### config.mk
export PLATFORM = sky130hd
export DESIGN_NAME = hv_run_sequencer_flat
export DESIGN_NICKNAME = d
export VERILOG_FILES = /design/src/rtl/hv_run_sequencer_pkg.sv /design/src/rtl/hv_run_sequencer_if.sv /design/src/rtl/hv_run_sequencer_watchdog.sv /design/src/rtl/hv_run_sequencer.sv /design/src/flat_wrapper.sv
export SDC_FILE = /design/constraint.sdc
export NUM_CORES = 1
export LEC_CHECK = 0
export CAP_MARGIN = 20
export CORE_MARGIN = 2
export CORE_UTILIZATION = 52
export CTS_BUF_LIST = sky130_fd_sc_hd__clkbuf_8
export CTS_CLUSTER_DIAMETER = 100
export DETAILED_ROUTE_END_ITERATION = 8
export PLACE_DENSITY_LB_ADDON = 0.15
export REMOVE_ABC_BUFFERS = 1
export SLEW_MARGIN = 30
export SYNTH_ARGS = -nofsm -noshare
export SYNTH_HDL_FRONTEND = slang
export SYNTH_SLANG_ARGS = --single-unit
### constraint.sdc
create_clock -name AXIS_ACLK -period 4.4 [get_ports AXIS_ACLK]
set_clock_uncertainty 0.2 [all_clocks]
set_input_delay 0.88 -clock AXIS_ACLK [delete_from_list [all_inputs] [get_ports AXIS_ACLK]]
set_output_delay 0.88 -clock AXIS_ACLK [all_outputs]
set_load 0.02 [all_outputs]
### src/rtl/hv_run_sequencer_pkg.sv
// Shared types and sizing for the HPU run sequencer.
package hv_pkg;

    localparam int ITEM_W    = 16;
    localparam int ADDR_W    = 20;
    localparam int TIMEOUT_W = 24;

    typedef enum logic [2:0] {
        S_IDLE  = 3'd0,
        S_INIT  = 3'd1,
        S_GAP   = 3'd2,
        S_RUN   = 3'd3,
        S_DRAIN = 3'd4,
        S_DONE  = 3'd5
    } hv_seq_state_t;

endpackage

### src/rtl/hv_run_sequencer_if.sv
// Control/status and datapath bundle of the run sequencer.
// HV_SEQ_TIMEOUT_EN adds cfg_timeout/timeout.
interface hv_run_sequencer_if #(
    parameter int ITEM_W    = hv_pkg::ITEM_W,
    parameter int ADDR_W    = hv_pkg::ADDR_W
`ifdef HV_SEQ_TIMEOUT_EN
   ,parameter int TIMEOUT_W = hv_pkg::TIMEOUT_W
`endif
);
    logic              start;
    logic              abort;
    logic [ITEM_W-1:0] cfg_item_num;
    logic [ADDR_W-1:0] cfg_addr_i;
    logic [ADDR_W-1:0] cfg_addr_j;
    logic              get_fin;
    logic              out_last;
    logic              matw;
    logic [ITEM_W-1:0] mat_a;
    logic              run;
    logic [ADDR_W-1:0] addr_i;
    logic [ADDR_W-1:0] addr_j;
    logic              busy;
    logic              done;
    logic              aborted;
    logic [2:0]        state_o;
`ifdef HV_SEQ_TIMEOUT_EN
    logic [TIMEOUT_W-1:0] cfg_timeout;
    logic                 timeout;
`endif

    modport master (
`ifdef HV_SEQ_TIMEOUT_EN
        output cfg_timeout,
        input  timeout,
`endif
        output start, abort, cfg_item_num, cfg_addr_i, cfg_addr_j, get_fin, out_last,
        input  matw, mat_a, run, addr_i, addr_j, busy, done, aborted, state_o
    );

    modport slave (
`ifdef HV_SEQ_TIMEOUT_EN
        input  cfg_timeout,
        output timeout,
`endif
        input  start, abort, cfg_item_num, cfg_addr_i, cfg_addr_j, get_fin, out_last,
        output matw, mat_a, run, addr_i, addr_j, busy, done, aborted, state_o
    );
endinterface

### src/rtl/hv_run_sequencer_watchdog.sv
// RUN/DRAIN cycle watchdog; only built with HV_SEQ_TIMEOUT_EN.
`ifdef HV_SEQ_TIMEOUT_EN
module hv_seq_watchdog #(
    parameter int TIMEOUT_W = hv_pkg::TIMEOUT_W
) (
    input  logic                 clk,
    input  logic                 rst_n,
    input  logic                 i_clr,
    input  logic                 i_en,
    input  logic [TIMEOUT_W-1:0] i_limit,
    output logic                 o_expire
);
    logic [TIMEOUT_W-1:0] r_cnt;

    always_ff @(posedge clk or negedge rst_n) begin
        if (!rst_n)     r_cnt <= '0;
        else if (i_clr) r_cnt <= '0;
        else if (i_en)  r_cnt <= r_cnt + TIMEOUT_W'(1);
    end

    // r_cnt holds the cycles already spent, so this fires in the limit-th cycle.
    assign o_expire = i_en && (i_limit != '0) && (r_cnt == i_limit - TIMEOUT_W'(1));
endmodule
`endif

### src/rtl/hv_run_sequencer.sv
// HPU job sequencer: item-memory fill, gap, streaming run, drain, done.
// Optional watchdog abort under HV_SEQ_TIMEOUT_EN.
module hv_run_sequencer
    import hv_pkg::*;
#(
    parameter int ITEM_W    = hv_pkg::ITEM_W,
    parameter int ADDR_W    = hv_pkg::ADDR_W
`ifdef HV_SEQ_TIMEOUT_EN
   ,parameter int TIMEOUT_W = hv_pkg::TIMEOUT_W
`endif
) (
    input  logic              AXIS_ACLK,
    input  logic              AXIS_ARESETN,
    hv_run_sequencer_if.slave bus
);
    hv_seq_state_t     r_state;
    logic [ITEM_W-1:0] r_item_num;
    logic [ITEM_W-1:0] r_mat_a;
    logic [ADDR_W-1:0] r_addr_i;
    logic [ADDR_W-1:0] r_addr_j;
    logic              r_matw;
    logic              r_run;
    logic              r_busy;
    logic              r_done;
    logic              r_aborted;
    logic              w_kill;
    logic              w_accept;

    assign w_accept = (r_state == S_IDLE) && bus.start && !bus.abort;

`ifdef HV_SEQ_TIMEOUT_EN
    logic [TIMEOUT_W-1:0] r_tmo_lim;
    logic                 r_timeout;
    logic                 w_expire;

    hv_seq_watchdog #(.TIMEOUT_W(TIMEOUT_W)) u_wdog (
        .clk      (AXIS_ACLK),
        .rst_n    (AXIS_ARESETN),
        .i_clr    (r_state == S_GAP),
        .i_en     ((r_state == S_RUN) || (r_state == S_DRAIN)),
        .i_limit  (r_tmo_lim),
        .o_expire (w_expire)
    );

    always_ff @(posedge AXIS_ACLK or negedge AXIS_ARESETN) begin
        if (!AXIS_ARESETN) begin
            r_tmo_lim <= '0;
            r_timeout <= 1'b0;
        end else if (w_accept) begin
            r_tmo_lim <= bus.cfg_timeout;
            r_timeout <= 1'b0;
        end else if (r_state != S_IDLE && w_expire) begin
            r_timeout <= 1'b1;
        end
    end

    assign bus.timeout = r_timeout;
    assign w_kill      = bus.abort || w_expire;
`else
    assign w_kill      = bus.abort;
`endif

    // Outputs are registered alongside the state, so they always match state_o.
    always_ff @(posedge AXIS_ACLK or negedge AXIS_ARESETN) begin
        if (!AXIS_ARESETN) begin
            r_state    <= S_IDLE;
            r_item_num <= '0;
            r_mat_a    <= '0;
            r_addr_i   <= '0;
            r_addr_j   <= '0;
            r_matw     <= 1'b0;
            r_run      <= 1'b0;
            r_busy     <= 1'b0;
            r_done     <= 1'b0;
            r_aborted  <= 1'b0;
        end else begin
            r_done <= 1'b0;
            case (r_state)
                S_IDLE: if (w_accept) begin
                    r_item_num <= bus.cfg_item_num;
                    r_addr_i   <= bus.cfg_addr_i;
                    r_addr_j   <= bus.cfg_addr_j;
                    r_aborted  <= 1'b0;
                    r_busy     <= 1'b1;
                    r_mat_a    <= '0;
                    if (bus.cfg_item_num != '0) begin
                        r_state <= S_INIT;
                        r_matw  <= 1'b1;
                    end else begin
                        r_state <= S_GAP;
                    end
                end
                S_INIT: if (r_mat_a == r_item_num - ITEM_W'(1)) begin
                    r_state <= S_GAP;
                    r_matw  <= 1'b0;
                    r_mat_a <= '0;
                end else begin
                    r_mat_a <= r_mat_a + ITEM_W'(1);
                end
                // One idle cycle so matw falls before run rises downstream.
                S_GAP: begin
                    r_state <= S_RUN;
                    r_run   <= 1'b1;
                end
                S_RUN: if (bus.get_fin && bus.out_last) begin
                    r_state <= S_DONE;
                    r_run   <= 1'b0;
                    r_done  <= 1'b1;
                end else if (bus.get_fin) begin
                    r_state <= S_DRAIN;
                end
                S_DRAIN: if (bus.out_last) begin
                    r_state <= S_DONE;
                    r_run   <= 1'b0;
                    r_done  <= 1'b1;
                end
                S_DONE: begin
                    r_state <= S_IDLE;
                    r_busy  <= 1'b0;
                end
                default: begin
                    r_state <= S_IDLE;
                    r_matw  <= 1'b0;
                    r_run   <= 1'b0;
                    r_busy  <= 1'b0;
                    r_mat_a <= '0;
                end
            endcase
            // Cancel overrides whatever the state logic above decided.
            if (r_state != S_IDLE && w_kill) begin
                r_state   <= S_IDLE;
                r_matw    <= 1'b0;
                r_run     <= 1'b0;
                r_mat_a   <= '0;
                r_busy    <= 1'b0;
                r_done    <= 1'b0;
                r_aborted <= 1'b1;
            end
        end
    end

    assign bus.matw    = r_matw;
    assign bus.mat_a   = r_mat_a;
    assign bus.run     = r_run;
    assign bus.addr_i  = r_addr_i;
    assign bus.addr_j  = r_addr_j;
    assign bus.busy    = r_busy;
    assign bus.done    = r_done;
    assign bus.aborted = r_aborted;
    assign bus.state_o = r_state;
endmodule

### src/flat_wrapper.sv
// flat-port wrapper written by rule: the top's interface ports become plain ports
module hv_run_sequencer_flat import hv_pkg::*;
#(
    parameter int ITEM_W    = hv_pkg::ITEM_W,
    parameter int ADDR_W    = hv_pkg::ADDR_W

)
  (AXIS_ACLK, AXIS_ARESETN, bus_start, bus_abort, bus_cfg_item_num, bus_cfg_addr_i, bus_cfg_addr_j, bus_get_fin, bus_out_last, bus_matw, bus_mat_a, bus_run, bus_addr_i, bus_addr_j, bus_busy, bus_done, bus_aborted, bus_state_o);
  hv_run_sequencer_if #(.ITEM_W(ITEM_W), .ADDR_W(ADDR_W)) bus_i ();
  input  logic AXIS_ACLK;
  input  logic AXIS_ARESETN;
  input wire logic [$bits(bus_i.start)-1:0] bus_start;
  input wire logic [$bits(bus_i.abort)-1:0] bus_abort;
  input wire logic [$bits(bus_i.cfg_item_num)-1:0] bus_cfg_item_num;
  input wire logic [$bits(bus_i.cfg_addr_i)-1:0] bus_cfg_addr_i;
  input wire logic [$bits(bus_i.cfg_addr_j)-1:0] bus_cfg_addr_j;
  input wire logic [$bits(bus_i.get_fin)-1:0] bus_get_fin;
  input wire logic [$bits(bus_i.out_last)-1:0] bus_out_last;
  output wire logic [$bits(bus_i.matw)-1:0] bus_matw;
  output wire logic [$bits(bus_i.mat_a)-1:0] bus_mat_a;
  output wire logic [$bits(bus_i.run)-1:0] bus_run;
  output wire logic [$bits(bus_i.addr_i)-1:0] bus_addr_i;
  output wire logic [$bits(bus_i.addr_j)-1:0] bus_addr_j;
  output wire logic [$bits(bus_i.busy)-1:0] bus_busy;
  output wire logic [$bits(bus_i.done)-1:0] bus_done;
  output wire logic [$bits(bus_i.aborted)-1:0] bus_aborted;
  output wire logic [$bits(bus_i.state_o)-1:0] bus_state_o;
  assign bus_i.start = bus_start;
  assign bus_i.abort = bus_abort;
  assign bus_i.cfg_item_num = bus_cfg_item_num;
  assign bus_i.cfg_addr_i = bus_cfg_addr_i;
  assign bus_i.cfg_addr_j = bus_cfg_addr_j;
  assign bus_i.get_fin = bus_get_fin;
  assign bus_i.out_last = bus_out_last;
  assign bus_matw = bus_i.matw;
  assign bus_mat_a = bus_i.mat_a;
  assign bus_run = bus_i.run;
  assign bus_addr_i = bus_i.addr_i;
  assign bus_addr_j = bus_i.addr_j;
  assign bus_busy = bus_i.busy;
  assign bus_done = bus_i.done;
  assign bus_aborted = bus_i.aborted;
  assign bus_state_o = bus_i.state_o;
  hv_run_sequencer #(.ITEM_W(ITEM_W), .ADDR_W(ADDR_W)) u_core (.AXIS_ACLK(AXIS_ACLK), .AXIS_ARESETN(AXIS_ARESETN), .bus(bus_i));
endmodule
After elaboration in Yosys (flattened, before gate mapping)
Index checks and enable logic that the tools add are counted.

Memories: 0. Bits in registers: 80. Word-level logic and storage cells: 78. Output and inout port bits: 64. Bits in latches: 0. Bits in read-only memories: 0. Bits of input ports: 62. Memory bits (writable): 0.

Multiplexer cells: 31. Div/mod/pow operators: 0. $lt $le $gt $ge: 0. Add/sub/neg operators: 2. Bitwise logic cells: 0. Equality and inequality tests: 15. Shift-type cells: 0. $mul: 0. Reductions and logical operators: 20.

Operators by type and width (count): 16-bit two-way mux (3); 16-bit case mux with 3 select lines (1); 3-bit two-way mux (6); 16-bit by 1-bit adder with 16-bit output (second input constant) (1); 16-bit == test (1); 16-bit nonzero test (1); 16-bit by 1-bit subtractor with 16-bit output (second input constant) (1); 1-bit two-way mux (15); 3-bit case mux with 5 select lines (1); 2-bit AND reduction (4); 4-bit AND reduction (2); 4-bit OR reduction (2); 3-bit by 2-bit == test with 1-bit output (second input constant) (2); 3-bit == test (second input constant) (2); 2-bit by 1-bit != test with 1-bit output (second input constant) (3); 3-bit by 1-bit != test with 1-bit output (second input constant) (2); 3-bit by 2-bit != test with 1-bit output (second input constant) (2); 1-bit logical AND (4); 4-bit by 2-bit != test with 1-bit output (second input constant) (1); 1-bit case mux with 2 select lines (2); 1-bit case mux with 4 select lines (1); 2-bit nonzero test (2); 3-bit by 1-bit == test with 1-bit output (second input constant) (1); 3-bit logical NOT (1); other kinds (7) (7).

Depth between registers and ports, before layout
Word-level depth: 6. Depth in mapped cells: 11. Gate-level depth less buffers: 9.

Worst setup path before layout
No wires, ideal clock.

Kind: input-to-reg. Start point: in bus_abort. End point: reg u_core.r_state[1] (netlist: u_core.bus.state_o[1]). Setup time: 120 ps. Buffers on the path: 1. Stages: 4. Path slack: 1535 ps. Arrival time: 2545 ps. Data required time: 4080 ps. Path through: clkbuf_1 > nor4b_1 > nand2_1 > a31o_2.

Word-level cells in the longest chain between the ends: 4. Elaborated cells between the ends (all ways): 9. Classes of those cells: eq/ne (4); mux (1); reduce/logical (4).

RTL lines: start: declaration (RTL line flat_wrapper.sv:13) `input wire logic [$bits(bus_i.abort)-1:0] bus_abort;`; 1-bit logical NOT (RTL line hv_run_sequencer.sv:29) `assign w_accept = (r_state == S_IDLE) && bus.start && !bus.abort;`; 1-bit logical AND (RTL line hv_run_sequencer.sv:29); 3-bit by 2-bit != test with 1-bit output (no source line); 4-bit AND reduction (no source line); end signal: assignment (RTL line hv_run_sequencer.sv:66) `r_state <= S_IDLE;`; end signal: assignment (RTL line hv_run_sequencer.sv:87) `r_state <= S_INIT;`; end signal: assignment (RTL line hv_run_sequencer.sv:90) `r_state <= S_GAP;`; end: declaration (RTL line hv_run_sequencer.sv:16) `hv_seq_state_t r_state;`.

Several ways; a longest one is shown, not always the timed one. A chain may end at the register's enable or synchronous reset.

Worst setup path after layout
Start point: in bus_abort. End point: reg u_core.r_mat_a[11] (netlist: u_core.bus.mat_a[11]).

Word-level cells in the longest chain between the ends: 4. Elaborated cells between the ends (all ways): 7. Classes of those cells: eq/ne (2); mux (1); reduce/logical (4).

RTL lines: 1-bit logical NOT (RTL line hv_run_sequencer.sv:29); 1-bit logical AND (RTL line hv_run_sequencer.sv:29); 3-bit by 2-bit != test with 1-bit output (no source line); 2-bit AND reduction (no source line); end signal: assignment (RTL line hv_run_sequencer.sv:98) `r_mat_a <= r_mat_a + ITEM_W'(1);`; end: declaration (RTL line hv_run_sequencer.sv:18) `logic [ITEM_W-1:0] r_mat_a;`.

Several ways; a longest one is shown, not always the timed one.

==> impl_metrics.xml <==
<?xml version="1.0" encoding="UTF-8"?>
<metrics>
  <group name="place">
    <metric name="detailed_place_hpwl" unit="µm">6800</metric>
    <metric name="final_replace_weighted_congestion" unit="">0.864</metric>
    <metric name="placement.io_buffers" unit="">125</metric>
  </group>
  <group name="die">
    <metric name="effective_utilization_at_floorplan" unit="%">54.3</metric>
    <metric name="boundaryPins" unit="">126</metric>
    <metric name="number_of_rows_in_the_core_area" unit="">31</metric>
    <metric name="core_area" unit="µm²">7330</metric>
    <metric name="die_w" unit="µm">91.5</metric>
    <metric name="vertical_extent_of_the_die" unit="µm">91.5</metric>
    <metric name="die_area" unit="µm²">8370</metric>
  </group>
  <group name="global_routing">
    <metric name="globalRouteTotalUtil" unit="%">23.2</metric>
    <metric name="grt_pass1_vias" unit="">3211</metric>
    <metric name="antenna_found_initial" unit="">0</metric>
    <metric name="grt_start_max_net_pins" unit="">81</metric>
    <metric name="gr-total-overflow" unit="">0</metric>
    <metric name="grt_pass1_wl" unit="µm">15500</metric>
  </group>
  <group name="synthesis">
    <metric name="synth_sequential_area_ratio" unit="%">50.3</metric>
    <metric name="post_synth_instance_area" unit="µm²">3980</metric>
    <metric name="postSynthRegisterBits" unit="">80</metric>
    <metric name="synthMostInstantiatedCell" unit="">sky130_fd_sc_hd__dfrtp_1</metric>
    <metric name="post-synth-top-area-fraction" unit="%">50.3</metric>
    <metric name="synth_common_cells" unit="">80 x sky130_fd_sc_hd__dfrtp_1, 58 x sky130_fd_sc_hd__mux2_2, 27 x sky130_fd_sc_hd__nor2_1</metric>
    <metric name="synth_top_cells_by_area" unit="">sky130_fd_sc_hd__dfrtp_1 50%, sky130_fd_sc_hd__mux2_2 16%, sky130_fd_sc_hd__xnor2_1 3.1%</metric>
    <metric name="async_reset_ff_share" unit="%">100</metric>
    <metric name="synth_enable_flop_cells" unit="">0</metric>
    <metric name="syn-instance-count" unit="">349</metric>
    <metric name="synth_top_flop_cell" unit="">sky130_fd_sc_hd__dfrtp_1</metric>
    <metric name="ys.warnings.count" unit="">0</metric>
    <metric name="post-synth-top-area-cell" unit="">sky130_fd_sc_hd__dfrtp_1</metric>
    <metric name="post_synth.cell_area_avg" unit="µm²">11.4</metric>
    <metric name="yosys.cell_types.count" unit="">52</metric>
  </group>
  <group name="final_layout">
    <metric name="post-route-util" unit="%">75.6</metric>
    <metric name="layout-area-overhead-vs-synth" unit="%">39.3</metric>
    <metric name="nNetsFinal" unit="">536</metric>
    <metric name="filler_cell_count" unit="">480</metric>
    <metric name="n_antenna_cell" unit="">0</metric>
    <metric name="layout-drive-gt1-share" unit="%">19.5</metric>
  </group>
  <group name="clocking">
    <metric name="cts_hold_buffers" unit="">0</metric>
    <metric name="worst_skew_pair.late_latency" unit="ps">350</metric>
    <metric name="cts_repair_resize_count" unit="">0</metric>
    <metric name="tritoncts" unit="">built</metric>
    <metric name="cts.path.max_buffers" unit="">2</metric>
    <metric name="postCtsSetupRepairBufs" unit="">0</metric>
    <metric name="clock_sink_count" unit="">80</metric>
    <metric name="htreeDepth" unit="">3</metric>
    <metric name="clockRootBuffer" unit="">sky130_fd_sc_hd__clkbuf_8</metric>
    <metric name="cts_buffers" unit="">9</metric>
    <metric name="clkTransAtPathRegs" unit="ps">80</metric>
  </group>
  <group name="setup_path">
    <metric name="setup.worst_path.end_class" unit="">flip-flop</metric>
    <metric name="worst_path_arrival_time" unit="ps">3270</metric>
    <metric name="startpoint_type" unit="">input pin</metric>
    <metric name="critical_path_required" unit="ps">4430</metric>
    <metric name="worstPathMaxFanout" unit="">13</metric>
    <metric name="setup.worst_path.class" unit="">input pin to flip-flop</metric>
    <metric name="reg2reg_slack" unit="ps">1160</metric>
  </group>
  <group name="sta">
    <metric name="grt_setup_unrepaired" unit="">no</metric>
    <metric name="slew_headroom" unit="%">52.3</metric>
    <metric name="final.period_utilization" unit="%">73.7</metric>
    <metric name="timing_worst_slew_pin_value" unit="ps">709</metric>
    <metric name="finalWorstPathRequiredPeriod" unit="ps">3240</metric>
    <metric name="final-max-slew-violation-count" unit="">0</metric>
    <metric name="timing.final.hold_violations" unit="">0</metric>
    <metric name="setup_total_negative_slack" unit="ps">0</metric>
    <metric name="fmax" unit="GHz">0.309</metric>
    <metric name="report.final.setup_viol" unit="">0</metric>
  </group>
  <group name="status">
    <metric name="run_status" unit="">completed</metric>
  </group>
  <group name="route">
    <metric name="total_drc_errors_in_the_routed_layout" unit="">0</metric>
    <metric name="drt_iter0_drc" unit="">146</metric>
    <metric name="wl_per_cell" unit="µm">15.8</metric>
    <metric name="via_count_normalized_by_instance_count" unit="">5.51</metric>
    <metric name="number_of_iterations_in_the_first_detailed_routing_pass" unit="">4</metric>
    <metric name="total_number_of_vias" unit="">3172</metric>
    <metric name="routed_wl" unit="µm">9130</metric>
    <metric name="antenna_violating_nets_post_route" unit="">0</metric>
  </group>
  <group name="power">
    <metric name="max-vdd-ir-drop" unit="mV">0.456</metric>
    <metric name="static-leakage-power" unit="nW">2.22</metric>
    <metric name="power.density" unit="nW/µm²">645</metric>
  </group>
  <group name="job">
    <metric name="cap_violations" unit="">0</metric>
  </group>
  <group name="hold_path">
    <metric name="min-delay-path-class" unit="">flip-flop to flip-flop</metric>
  </group>
</metrics>
==> stage by stage <==
stage	std cells	hold slack, ps	power [W]	instance area (µm²)	setup WS [ps]
final	576	312	0.00358	5540	1160
after floorplan	332	301	0.00224	3900	1560
after detailed placement	560	295	0.00298	5320	805
after global routing	576	333	0.00380	5540	966
after global placement	560	287	0.00292	5310	947
after CTS	576	313	0.00360	5540	1170
==> sequential cells by signal (all words and copies together) (netlist names) <==
signal,count
u_core.bus.mat_a,16
u_core.bus.aborted,1
u_core.bus.done,1
u_core.bus.matw,1
u_core.bus.addr_j,20
u_core.bus.state_o,3
u_core.bus.addr_i,20
u_core.r_item_num,16
u_core.bus.run,1
u_core.bus.busy,1
==> final timing paths <==
check	from	endpoint	cells past startpoint
worst max-delay path	bus_abort	u_core.bus.mat_a[11]	9
worst min-delay path	u_core.bus.addr_j[17]	u_core.bus.addr_j[17]	1
worst max register to register	u_core.r_item_num[0]	u_core.bus.matw	9
worst min register to register	u_core.bus.addr_j[17]	u_core.bus.addr_j[17]	1
max in group asynchronous	AXIS_ARESETN	u_core.bus.mat_a[8]	1
min in group asynchronous	AXIS_ARESETN	u_core.bus.mat_a[10]	1
==> final cells by class <==
cell class / count / area (µm²) / area share (%)
tap: 99 / 124 / 2.23
multi-input combinational: 241 / 1850 / 33.4
clock buffer: 9 / 124 / 2.23
clock inverter: 7 / 104 / 1.87
inverter: 11 / 41.3 / 0.745
timing repair buffer: 129 / 1290 / 23.4
sequential: 80 / 2000 / 36.1
==> worst max-delay path, stage by stage <==
cell	delay (ps)
sky130_fd_sc_hd__clkdlybuf4s50_1	590
sky130_fd_sc_hd__nand2b_1	260
sky130_fd_sc_hd__a21oi_1	150
sky130_fd_sc_hd__o21ai_0	80
sky130_fd_sc_hd__buf_4	200
sky130_fd_sc_hd__nor4_1	650
sky130_fd_sc_hd__nand3_1	180
sky130_fd_sc_hd__xor2_1	210
sky130_fd_sc_hd__nor2_1	70
==> cell usage in the layout (no fill, tap or decap), types with 10 or more instances in the layout <==
cell type and n:
sky130_fd_sc_hd__clkdlybuf4s50_1 124, sky130_fd_sc_hd__dfrtp_1 80, sky130_fd_sc_hd__mux2_2 58, sky130_fd_sc_hd__nor2_1 27
sky130_fd_sc_hd__nand2_1 15, sky130_fd_sc_hd__xnor2_1 14, sky130_fd_sc_hd__a21oi_1 12, sky130_fd_sc_hd__inv_1 11
sky130_fd_sc_hd__nand3_1 10, sky130_fd_sc_hd__xor2_1 10
==> power by group <==
group          internal (W)  switching, W  leakage, nW
Sequential          0.00103      0.000288        0.981
Combinational      0.000873      0.000773         1.13
Clock              0.000326      0.000287        0.108
Total               0.00223       0.00135         2.22
==> kinds of logic after synthesis <==
logic type               after synthesis  share of synthesized area, %
AND/OR/NAND/NOR                      111                          16.0
AO/OA/AOI/OAI                         43                          7.51
multiplexers                          61                          17.2
adder cells (fa/ha/maj)                2                         0.629
flip-flops                            80                          50.3
XOR/XNOR                              24                          5.28
buffers and inverters                 28                          3.11
==> per-layer routing <==
layer  share of wire [%]  up-vias  routed length, µm  track usage, %
li1                    -     1500                  -               -
met1                  41     1554               3740            28.7
met2                  50      102               4520            38.2
met3                 8.0       16                728            8.88
met4                 1.5        0                136            5.81
met5                   0        -                  0               0
Power figures use the tool's default switching activity.
